===== src/rtl/ospfb_capture_ctrl.sv =====
// ospfb_capture_ctrl: capture sequencer from the OSPFB output AXI-Stream into capture RAM.
// Arms on request, aligns to an FFT frame boundary with tlast, then writes
// FRAMES*FFT_LEN samples and reports a frame-aligned, complete capture on full.
// Optional feature macro: CAPTURE_TLAST_CHECK_EN enables tlast framing checks (err[1:0]).
module ospfb_capture_ctrl #(
  parameter int WIDTH   = 16,
  parameter int FFT_LEN = 64,
  parameter int FRAMES  = 32,
  localparam int SAMP   = FRAMES * FFT_LEN,
  localparam int AW     = $clog2(SAMP),
  localparam int FW     = $clog2(FRAMES + 1)
) (
  input  logic               clk,
  input  logic               rst,
  input  logic               arm,
  input  logic [2*WIDTH-1:0] s_axis_tdata,
  input  logic               s_axis_tvalid,
  input  logic               s_axis_tlast,
  output logic               s_axis_tready,
  input  logic               event_fft_overflow,
  output logic               ram_we,
  output logic [AW-1:0]      ram_addr,
  output logic [2*WIDTH-1:0] ram_wdata,
  output logic               busy,
  output logic               full,
  output logic [2:0]         err,
  output logic [FW-1:0]      frame_cnt
);

  localparam int KW = $clog2(FFT_LEN);
  localparam logic [KW-1:0] K_LAST = KW'(FFT_LEN - 1);
  localparam logic [AW-1:0] A_LAST = AW'(SAMP - 1);

  typedef enum logic [2:0] {IDLE, ALIGN, CAPTURE, DONE, ERROR} state_t;

  state_t             state_q, state_d;
  logic [AW-1:0]      addr_q, addr_d;
  logic [KW-1:0]      k_q, k_d;
  logic [FW-1:0]      frame_cnt_q, frame_cnt_d;
  logic               frame_inc_q, frame_inc_d;
  logic [2:0]         err_q, err_d;
  logic               full_q, full_d;
  logic               full_set_q, full_set_d;
  logic               ram_we_q, ram_we_d;
  logic [AW-1:0]      ram_addr_q, ram_addr_d;
  logic [2*WIDTH-1:0] ram_wdata_q, ram_wdata_d;
  logic               tready_q, tready_d;
  logic [2:0]         fault;
  logic               beat;
  logic               last_k;

  assign beat   = s_axis_tvalid & tready_q;
  assign last_k = (k_q == K_LAST);

  // Next-state, counters, write port and fault flags.
  // frame_cnt and full lag the final write by one cycle so RAM is complete before full rises.
  always_comb begin
    state_d     = state_q;
    addr_d      = addr_q;
    k_d         = k_q;
    frame_cnt_d = frame_cnt_q;
    frame_inc_d = 1'b0;
    err_d       = err_q;
    full_d      = full_q;
    full_set_d  = 1'b0;
    ram_we_d    = 1'b0;
    ram_addr_d  = ram_addr_q;
    ram_wdata_d = ram_wdata_q;
    tready_d    = 1'b1;
    fault       = 3'b000;

    if (frame_inc_q) frame_cnt_d = frame_cnt_q + FW'(1);
    if (full_set_q)  full_d      = 1'b1;

    case (state_q)
      IDLE, DONE, ERROR: begin
        // A restart clears everything, including any increment still in flight.
        if (arm) begin
          state_d     = ALIGN;
          addr_d      = '0;
          k_d         = '0;
          frame_cnt_d = '0;
          err_d       = 3'b000;
          full_d      = 1'b0;
        end
      end
      ALIGN: begin
        if (event_fft_overflow) begin
          err_d   = err_q | 3'b100;
          state_d = ERROR;
        end else if (beat && s_axis_tlast) begin
          // The frame-closing beat itself is dropped; the next beat is sample 0.
          state_d = CAPTURE;
        end
      end
      CAPTURE: begin
        fault[2] = event_fft_overflow;
`ifdef CAPTURE_TLAST_CHECK_EN
        fault[1] = beat & last_k & ~s_axis_tlast;
        fault[0] = beat & ~last_k & s_axis_tlast;
`endif
        if (|fault) begin
          err_d   = err_q | fault;
          state_d = ERROR;
        end else if (beat) begin
          ram_we_d    = 1'b1;
          ram_addr_d  = addr_q;
          ram_wdata_d = s_axis_tdata;
          k_d         = k_q + KW'(1);
          frame_inc_d = last_k;
          if (addr_q == A_LAST) begin
            state_d    = DONE;
            full_set_d = 1'b1;
          end else begin
            addr_d = addr_q + AW'(1);
          end
        end
      end
      default: state_d = IDLE;
    endcase
  end

  // State and output registers with synchronous reset; RAM contents are not touched by reset.
  always_ff @(posedge clk) begin
    if (rst) begin
      state_q     <= IDLE;
      addr_q      <= '0;
      k_q         <= '0;
      frame_cnt_q <= '0;
      frame_inc_q <= 1'b0;
      err_q       <= 3'b000;
      full_q      <= 1'b0;
      full_set_q  <= 1'b0;
      ram_we_q    <= 1'b0;
      ram_addr_q  <= '0;
      ram_wdata_q <= '0;
      tready_q    <= 1'b0;
    end else begin
      state_q     <= state_d;
      addr_q      <= addr_d;
      k_q         <= k_d;
      frame_cnt_q <= frame_cnt_d;
      frame_inc_q <= frame_inc_d;
      err_q       <= err_d;
      full_q      <= full_d;
      full_set_q  <= full_set_d;
      ram_we_q    <= ram_we_d;
      ram_addr_q  <= ram_addr_d;
      ram_wdata_q <= ram_wdata_d;
      tready_q    <= tready_d;
    end
  end

  assign s_axis_tready = tready_q;
  assign ram_we        = ram_we_q;
  assign ram_addr      = ram_addr_q;
  assign ram_wdata     = ram_wdata_q;
  assign busy          = (state_q == ALIGN) || (state_q == CAPTURE);
  assign full          = full_q;
  assign err           = err_q;
  assign frame_cnt     = frame_cnt_q;

endmodule


===== config.mk =====
export PLATFORM = sky130hd
export DESIGN_NAME = ospfb_capture_ctrl
export DESIGN_NICKNAME = d
export VERILOG_FILES = /design/src/rtl/ospfb_capture_ctrl.sv
export SDC_FILE = /design/constraint.sdc
export NUM_CORES = 1
export LEC_CHECK = 0
export CAP_MARGIN = 20
export CORE_ASPECT_RATIO = 0.6
export CORE_MARGIN = 1.5
export CORE_UTILIZATION = 46
export CTS_CLUSTER_DIAMETER = 150
export DETAILED_ROUTE_END_ITERATION = 8
export HOLD_SLACK_MARGIN = 0.08
export PLACE_DENSITY = 0.79
export SETUP_SLACK_MARGIN = 0.5
export SLEW_MARGIN = 30
export SYNTH_ARGS = -nofsm -noshare
export SYNTH_HDL_FRONTEND = slang
export SYNTH_SLANG_ARGS = --single-unit

===== constraint.sdc =====
create_clock -name clk -period 2 [get_ports clk]
set_input_delay 0.3 -clock clk [delete_from_list [all_inputs] [get_ports clk]]
set_output_delay 0.3 -clock clk [all_outputs]
set_load 0.01 [all_outputs]

# After elaboration in Yosys (flattened, before gate mapping)
# Cells that the tools add are included.
# W data, S select, Z words.
[word_totals]
register_bits = 77
output_inout_bits = 56
word_cells = 80
[classes]
n_addsub = 3
eq_ne = 15
muxes = 29
bitwise = 6
n_reduce_logical = 14
[op_table]
columns = ["cell", "count"]
rows = [
  ["$mux W11", 4],
  ["$mux W6", 6],
  ["$mux W3", 9],
  ["$pmux W11 S2", 1],
  ["$pmux W3 S3", 2],
  ["$reduce_and A4 Y1", 4],
  ["$add A6 B1 Y6 const B", 2],
  ["$ne A2 B2 Y1 const B", 6],
  ["$pmux W6 S2", 1],
  ["$add A11 B1 Y11 const B", 1],
  ["$eq A11 B11 Y1 const B", 1],
  ["$ne A3 B3 Y1 const B", 3],
  ["$eq A3 B2 Y1 const B", 2],
  ["$eq A6 B6 Y1 const B", 1],
  ["$mux W1", 6],
  ["$reduce_or A3 Y1", 2],
  ["$reduce_and A5 Y1", 1],
  ["$not A1 Y1", 4],
  ["$reduce_or A4 Y1", 1],
  ["$eq A3 B1 Y1 const B", 1],
  ["$eq A3 B3 Y1 const B", 1],
  ["$logic_not A3 Y1", 1],
  ["$or A3 B3 Y3", 1],
  ["$reduce_and A3 Y1", 1],
  ["other kinds (5)", 5],
]

# Longest topological paths before layout
# Gate-level depths: netlist of run 1.
[depth]
ltp_word = 5
depth_mapped = 7

# Worst setup path after synthesis of run 1
# Ideal clock, no wire load.
[synth_timing]
kind = "reg2reg"
from = "reg addr_q[0]"
to = "reg addr_q[9]"
setup_ps = 133
arrival_time_ps = 1429
path_slack_ps = 438
path_stages_with_launch = 7
path_buffers = 0
period_less_slack_ps = 1562
cell_sequence = "dfxtp_1 > ha_1 > nand3_1 > or2_2 > o211ai_1 > or3_1 > a31oi_1"
[synth_via]
elab_chain_cells = 5
word_cells_on_any_way = 8
cone_classes = "1 x add/sub; 2 x eq/ne; 4 x mux; 1 x reduce/logical"
[synth_lines]
columns = ["item", "line_no", "rtl"]
rows = [
  ["from (decl)", "37", "logic [AW-1:0] addr_q, addr_d;"],
  ["from (signal assigned)", "140", "addr_q <= addr_d;"],
  ["$add A11 B1 Y11", "115", "addr_d = addr_q + AW'(1);"],
  ["$mux W11", "111", "if (addr_q == A_LAST) begin"],
  ["$mux W11", "105", "end else if (beat) begin"],
  ["$mux W11", "102", "if (|fault) begin"],
  ["$pmux W11 S2", "75", "case (state_q)"],
]
# Parallel ways exist; a longest one is shown, timed or not. The select of a mux whose other input is x is not followed.
# A chain may end at the register's enable or synchronous reset.

# Final worst setup path of run 1
[layout_timing]
from = "reg state_q[0]"
to = "reg addr_q[3]"
[layout_via]
elab_chain_cells = 4
word_cells_on_any_way = 12
cone_classes = "7 x eq/ne; 1 x mux; 4 x reduce/logical"
[layout_lines]
columns = ["item", "line_no", "rtl"]
rows = [
  ["from (decl)", "36", "state_t state_q, state_d;"],
  ["from (signal assigned)", "139", "state_q <= state_d;"],
  ["$eq A3 B2 Y1 (tied with other cells)", "75", ""],
  ["$reduce_or A3 Y1", "75", ""],
  ["$ne A2 B2 Y1 (no source line) or $reduce_bool A2 Y1 (tied branches)", "-", ""],
  ["$reduce_and A5 Y1 (no source line)", "-", ""],
]
# Parallel ways exist; a longest one is shown, timed or not.

==> results of run 1 <==
==> path summary, 6_finish.rpt <==
kind	start	to	slack (ns)	cells past startpoint
setup / recovery	state_q[0]$_SDFFE_PP0P_	addr_q[3]$_SDFFE_PP0P_	0.33	6
hold / removal	rst	addr_q[0]$_SDFFE_PP0P_	0.39	2
setup reg to reg	state_q[0]$_SDFFE_PP0P_	addr_q[3]$_SDFFE_PP0P_	0.33	6
hold reg to reg	full_set_q$_SDFF_PP0_	full$_SDFF_PP0_	0.45	2
==> synthesized netlist by cell type, types with 2 or more instances <==
| cell type | instances | area (sq um) |
|---|---|---|
| a21oi_1 | 59 | 295 |
| a311oi_1 | 3 | 26.3 |
| a31oi_1 | 2 | 12.5 |
| and3_1 | 2 | 12.5 |
| buf_2 | 13 | 65.1 |
| buf_4 | 3 | 22.5 |
| clkbuf_1 | 8 | 30.0 |
| dfxtp_1 | 75 | 1500 |
| ha_1 | 3 | 37.5 |
| inv_1 | 3 | 11.3 |
| nand2_1 | 105 | 394 |
| nand2b_1 | 5 | 31.3 |
| nand3_1 | 10 | 50.1 |
| nand4_1 | 4 | 25.0 |
| nor2_1 | 28 | 105 |
| nor3_1 | 5 | 25.0 |
| o21ai_0 | 3 | 15.0 |
| o22ai_1 | 2 | 12.5 |
| or3_1 | 3 | 18.8 |
| xnor2_1 | 8 | 70.1 |
| xor2_1 | 3 | 26.3 |
==> sequential cells by signal (all words and copies together), names as in the netlist, 3 cells and up <==
name	count
ram_addr	11
frame_cnt	6
addr_q	11
state_q	3
k_q	6
ram_wdata	32
==> what timing repair did <==
item | in CTS | in global routing
endpoints found under the setup margin | 118 | 64
pin swaps | 10 | 15
hold buffers | 0 | 0
cloned | 4 | 1
buffers inserted | 12 | 12
gates resized for setup | 93 | 27
==> per-layer routing <==
metal | global-route usage (%) | routed length (um)
met3 | 9.95 | 860
met1 | 32.2 | 3910
met4 | 7.40 | 228
met2 | 39.1 | 4100
met5 | 0 | 0
==> stage by stage <==
| step | power [uW] | instance area [sq um] | instances | hold WS, ns | setup slack, ns |
|---|---|---|---|---|---|
| 2_1_floorplan | 2120 | 3050 | 375 | 0.416 | 0.484 |
| 3_3_place_gp | 2410 | 4080 | 543 | 0.421 | 0.0541 |
| 3_5_place_dp | 2430 | 4080 | 543 | 0.435 | 0.00556 |
| 4_1_cts | 3740 | 4510 | 575 | 0.381 | 0.447 |
| 5_1_grt | 4080 | 4750 | 588 | 0.414 | 0.262 |
| 6_report | 3910 | 4750 | 588 | 0.390 | 0.331 |
==> power by group through the flow <==
| stage | clock [uW] | combinational (uW) | sequential (uW) |
|---|---|---|---|
| 4_1_cts | 1160 | 967 | 1610 |
| 3_3_place_gp | 0 | 771 | 1640 |
| 6_report | 1160 | 1120 | 1620 |
| 5_1_grt | 1250 | 1200 | 1630 |
| 3_5_place_dp | 0 | 787 | 1640 |
| 2_1_floorplan | 0 | 488 | 1630 |
==> final cells by class <==
| cell class | instances | area share, % |
|---|---|---|
| clock buffers | 11 | 2.76 |
| clock inverters | 5 | 1.34 |
| inverters | 3 | 0.237 |
| multi-input cells | 272 | 32.6 |
| flip-flops and latches | 75 | 32.3 |
| well taps | 84 | 2.21 |
| repair buffers | 138 | 28.5 |
==> critical path, stage by stage, from the launching register on <==
cell and delay, ns:
dfxtp_4 0.38, nor3b_4 0.26, nand4_4 0.16, a22oi_2 0.31, buf_4 0.18, nand2_1 0.05, a32o_1 0.23
==> logic make-up after synthesis <==
logic type | count (synthesis) | synth area share (%)
AO/OA/AOI/OAI | 84 | 16.3
buffers and inverters | 28 | 4.38
adder cells (fa/ha/maj) | 3 | 1.24
multiplexers | 1 | 0.331
AND/OR/NAND/NOR | 171 | 24.8
flip-flops | 75 | 49.6
other | 1 | 0.124
XOR/XNOR | 11 | 3.18
==> impl_results.md, run 1 <==
- Power Internal: 2730 uW
- WL final: roughly 9.1 mm
- Endpoints failing setup: 0
- Sequential area share after synthesis: 49.6%
- RSZ-0062 raised after global routing: true
- Fin util: 76.4%
- Netlist cell types: between 40 and 50
- Clock network power share: 29.7%
- Synth Register Bits: between 70 and 80
- 1st-iter DRT viols: 205
- Sw frac: 30.2%
- Minimum clock period: 1.67 ns
- Max cap viols: 0
- Clk Tree Root Cell: clkbuf_8
- First-pass GRT wire length: 13.7 mm
- Final Hold Fails: 0
- Core Rows: 22
- Die Y: 65.8 um
- Multi-input gate area: roughly 1600 sq um
- # H-tree levels: 3
- GRT Total Usage: 25.1%
- Post-detail-place hpwl: 5.29 mm
- Post-synth EDFFs: 0
- Fmax: ~0.6 GHz
- Vias in the first global route: 2,940
- Setup TNS: 0 ns
- CTS max path bufs: 2
- Number of remaining DRC errors: 0
- Worst Path Arrival: 1.92 ns
- Ant diodes: 0
- Power Density: 822 nW/um^2
- WL per Instance: 15.5 um
- Fillers: 480
- I/O pins: 94
- Net Switching: between 1000 and 1500 uW
- Vias/cell: 5.30
- Measured slew at the worst slew-check pin: a little over 0.5 ns
- Area of the die: 7090 sq um
- Most common cell after layout, fill and taps aside: nand2_1
- DR pass1 iterations: 5
- Input/output buffers: just over 90
- Post-Syn Area per Cell: 8.10 sq um
- Clock Latency Late Sink: 0.36 ns
- Critical Path Sink Type: flip-flop
- Core Region: 6220 sq um
- Ys flop type: dfxtp_1
- Reg clk slew, reported paths: ~0.08 ns
- Largest net degree at the start of global routing: 32
- Max rail drop VDD: 0.000572 V
- Req. time, crit path: 2.25 ns
- Synthesized cell area: 3030 sq um
- Synthesis-to-finish area growth: 56.9%
- Setup crit start kind: flip-flop
- Final Skew: 0.00803 ns
- Class of the worst hold path: input pin to flip-flop
- Starting Density: approximately 50%
- Layout Nets: 540
- GRT overflow: 0
- Crit Path Class: flip-flop to flip-flop
- Leak pwr: 0.00196 uW
- CTS Buf Count: 9
- Layout cell share with drive strength beyond 1: 20.8%
- Gate count of the mapped netlist: 374
- Async set-reset flop share out of synthesis: 0%
- Critical Path Fanout Max: 5
- Post-DRT Antenna Nets: 0
- FF/Latch Area: between 1500 and 2000 sq um
- Crit share post-route: a little over four fifths
- Antenna violations before repair: 0
- Worst rel slew slack: 66.3%
- Horiz. Die Dim: roughly 110 um
- Seq pwr share: 41.6%
- Most frequent cells in the layout: nand2_1, dfxtp_1, dlygate4sd2_1, a21oi_1, clkdlybuf4s50_1
- Detailed-route via count: 3,116
- Combinational share of power: between 20% and 30%
- Max-slew violation count: 0
- CTS tree: built
- Yosys synthesis warning count: 0
- CTS sink cnt: 75
- Status: completed
- Gpl congestion: 0.840
Power figures use the tool's default switching activity.
==> inputs of run 2 (changes only) <==
==> constraint.sdc (replaced) <==
create_clock -name clk -period 1.7 [get_ports clk]
set_input_delay 0.255 -clock clk [delete_from_list [all_inputs] [get_ports clk]]
set_output_delay 0.255 -clock clk [all_outputs]
set_load 0.01 [all_outputs]
==> impl_results.md, run 2 (synthesized netlist as in run 1, its figures left out) <==
- CTS tree: built
- Vias in the first global route: 2,977 (+1.3%)
- Post-detail-place hpwl: 5.49 mm (+3.8%)
- Final worst slack: 0.0245 ns (-0.307 ns)
- Die Y: 65.8 um (unchanged)
- Detailed-route via count: 3,316 (+6.4%)
- Max incr delay on CP: 0.39 ns (about the same)
- Max FFs per register: 32 (unchanged)
- Crit-path slowest cell: dfxtp_1
- Synthesis-to-finish area growth: 60.6%
- Reg-to-reg setup timing slack: 0.02 ns (-0.31 ns)
- Grt met3 use: 10.4% (+0.49 points)
- Hold path cells: 2 (unchanged)
- Final Skew: 0.00904 ns (+0.00101 ns)
- Final Hold Fails: 0 (unchanged)
- Top Usage Layer GRT: met2
- Area of the die: 7090 sq um (unchanged)
- Measured slew at the worst slew-check pin: 0.527 ns (+0.0215 ns)
- FF/Latch Area: 1540 sq um (+0.33%)
- Max rail drop VDD: 0.000734 V (+28%)
- CTS sink cnt: 75 (unchanged)
- Family with the most delay on the worst path: simple AND/OR/NAND/NOR gates
- Met2 Resource Use GR: 41.1% (+2.0 points)
- Crit share post-route: 98.6% (+15 points)
- Critical Path Sink Type: flip-flop
- Crit Path Class: flip-flop to flip-flop
- Clock Latency Late Sink: 0.35 ns (about the same)
- Largest net degree at the start of global routing: 32 (unchanged)
- Crit path cell chain: nand4_1 > buf_4 > or3_4 > nand3_1 > and3_1 > o21a_1
- CTS Buf Count: 9 (unchanged)
- Buf/Inv on CP: 1 (unchanged)
- Tot Pwr: 5200 uW (+33%)
- Core Rows: 22 (unchanged)
- Endpoints failing setup: 0 (unchanged)
- RSZ-0062 raised after global routing: true
- Fillers: 399 (-17%)
- CTS max path bufs: 2 (unchanged)
- Core Region: 6220 sq um (unchanged)
- Ant diodes: 0 (unchanged)
- Global-route track usage on met1: 31.1% (-1.1 points)
- Status: completed
- Input/output buffers: 91 (unchanged)
- Fmax: 0.597 GHz (-0.40%)
- Vias/cell: 5.52 (+4.1%)
- Multi-input gate area: 1630 sq um (+5.1%)
- Max-slew violation count: 0 (unchanged)
- Leak pwr: 0.00185 uW (-5.7%)
- Number of remaining DRC errors: 0 (unchanged)
- Gpl congestion: 0.863 (+2.7%)
- GRT overflow: 0 (unchanged)
- First-pass GRT wire length: 14.1 mm (+2.5%)
- Worst Path Arrival: 1.97 ns (+0.05 ns)
- Reg-to-Reg Start: addr_q[4]$_SDFFE_PP0P_
- Clk Tree Root Cell: clkbuf_8
- I/O pins: 94 (unchanged)
- WL per Instance: 16.8 um (+8.3%)
- Layout Nets: 554 (+2.6%)
- Worst rel slew slack: 64.9% (-1.5 points)
- Hold_buf cts: 0 (unchanged)
- Reg-to-reg endpoint: state_q[0]$_SDFFE_PP0P_
- Most common cell after layout, fill and taps aside: nand2_1
- Req. time, crit path: 1.99 ns (-0.26 ns)
- WL final: 10.1 mm (+11%)
- Worst r2r path cells: 6 (unchanged)
- Power Density: 1070 nW/um^2 (+30%)
- Minimum clock period: 1.68 ns (+0.00675 ns)
- GRT Total Usage: 25.4% (+0.30 points)
- Class of the worst hold path: input pin to flip-flop
- Post-DRT Antenna Nets: 0 (unchanged)
- 1st-iter DRT viols: 153 (-25%)
- Critical Path Fanout Max: 2 (-3)
- Starting Density: 48.7% (unchanged)
- Max cap viols: 0 (unchanged)
- Worst slack, placed: -0.256 ns (-0.262 ns)
- Layout cell share with drive strength beyond 1: 36.9% (+16 points)
- # H-tree levels: 3 (unchanged)
- Antenna violations before repair: 0 (unchanged)
- Horiz. Die Dim: 108 um (unchanged)
- DR pass1 iterations: 5 (unchanged)
- Reg clk slew, reported paths: 0.08 ns (about the same)
- Setup crit start kind: flip-flop
- Hold path start: rst
- Hold Path Sink: addr_q[0]$_SDFFE_PP0P_
- Most frequent cells in the layout: nand2_1, dfxtp_1, a21oi_1, buf_4, clkdlybuf4s50_1
==> run 2: worst max-delay path by stage <==
stage,startpoint,endpoint,slack (ns),cells after the start
floorplan,state_q[2]$_SDFFE_PP0P_,addr_q[4]$_SDFFE_PP0P_,0.18,6
global placement,event_fft_overflow,addr_q[9]$_SDFFE_PP0P_,-0.20,6
detailed placement,event_fft_overflow,addr_q[4]$_SDFFE_PP0P_,-0.26,6
CTS,state_q[0]$_SDFFE_PP0P_,addr_q[4]$_SDFFE_PP0P_,0.14,5
global route,state_q[0]$_SDFFE_PP0P_,ram_wdata[4]$_SDFFE_PP0P_,-0.04,6
finish,addr_q[4]$_SDFFE_PP0P_,state_q[0]$_SDFFE_PP0P_,0.02,6
==> run 2: worst reg2reg max path, stage by stage (launching register included) <==
cell     delay [ns]
dfxtp_1        0.39
nand4_1        0.24
buf_4          0.22
or3_4          0.34
nand3_1        0.11
and3_1         0.19
o21a_1         0.13
==> run 2: timing repair <==
item,in CTS,in global routing
setup endpoints to repair,127,122
resized for setup,179,73
pin swaps,20,13
setup buffers,21,9
gates cloned,1,3
==> run 2: power breakdown <==
part,leakage (uW),switching (uW),total [uW],internal [uW]
sequential,0.000617,74.3,1910,1830
combinational,0.00111,733,1490,754
clock,0.000130,683,1810,1120
==> run 2: through the flow <==
step	setup TNS, ns	hold slack (ns)	utilization [%]	cells	area (sq um)
global placement	-7.61	0.435	67.2	552	4180
global route	-0.128	0.315	78.2	601	4860
detailed placement	-9.73	0.446	67.2	552	4180
finish	0	0.299	78.2	601	4860
CTS	0	0.272	77.0	589	4790
floorplan	0	0.391	-	375	3110
==> run 2: area by class of cell <==
| type | instances | area share [%] |
|---|---|---|
| clock buffer | 9 | 2.55 |
| clock inverter | 6 | 2.83 |
| inverter | 3 | 0.232 |
| multi-input combinational | 273 | 33.5 |
| sequential | 75 | 31.7 |
| tap | 84 | 2.16 |
| timing repair buffer | 151 | 27.0 |
==> run 2: layer usage <==
layer / share of wire (%) / up-vias
li1: - / 1543
met1: 38 / 1566
met2: 49 / 174
met3: 9.9 / 33
met4: 3.3 / 0
met5: 0 / -
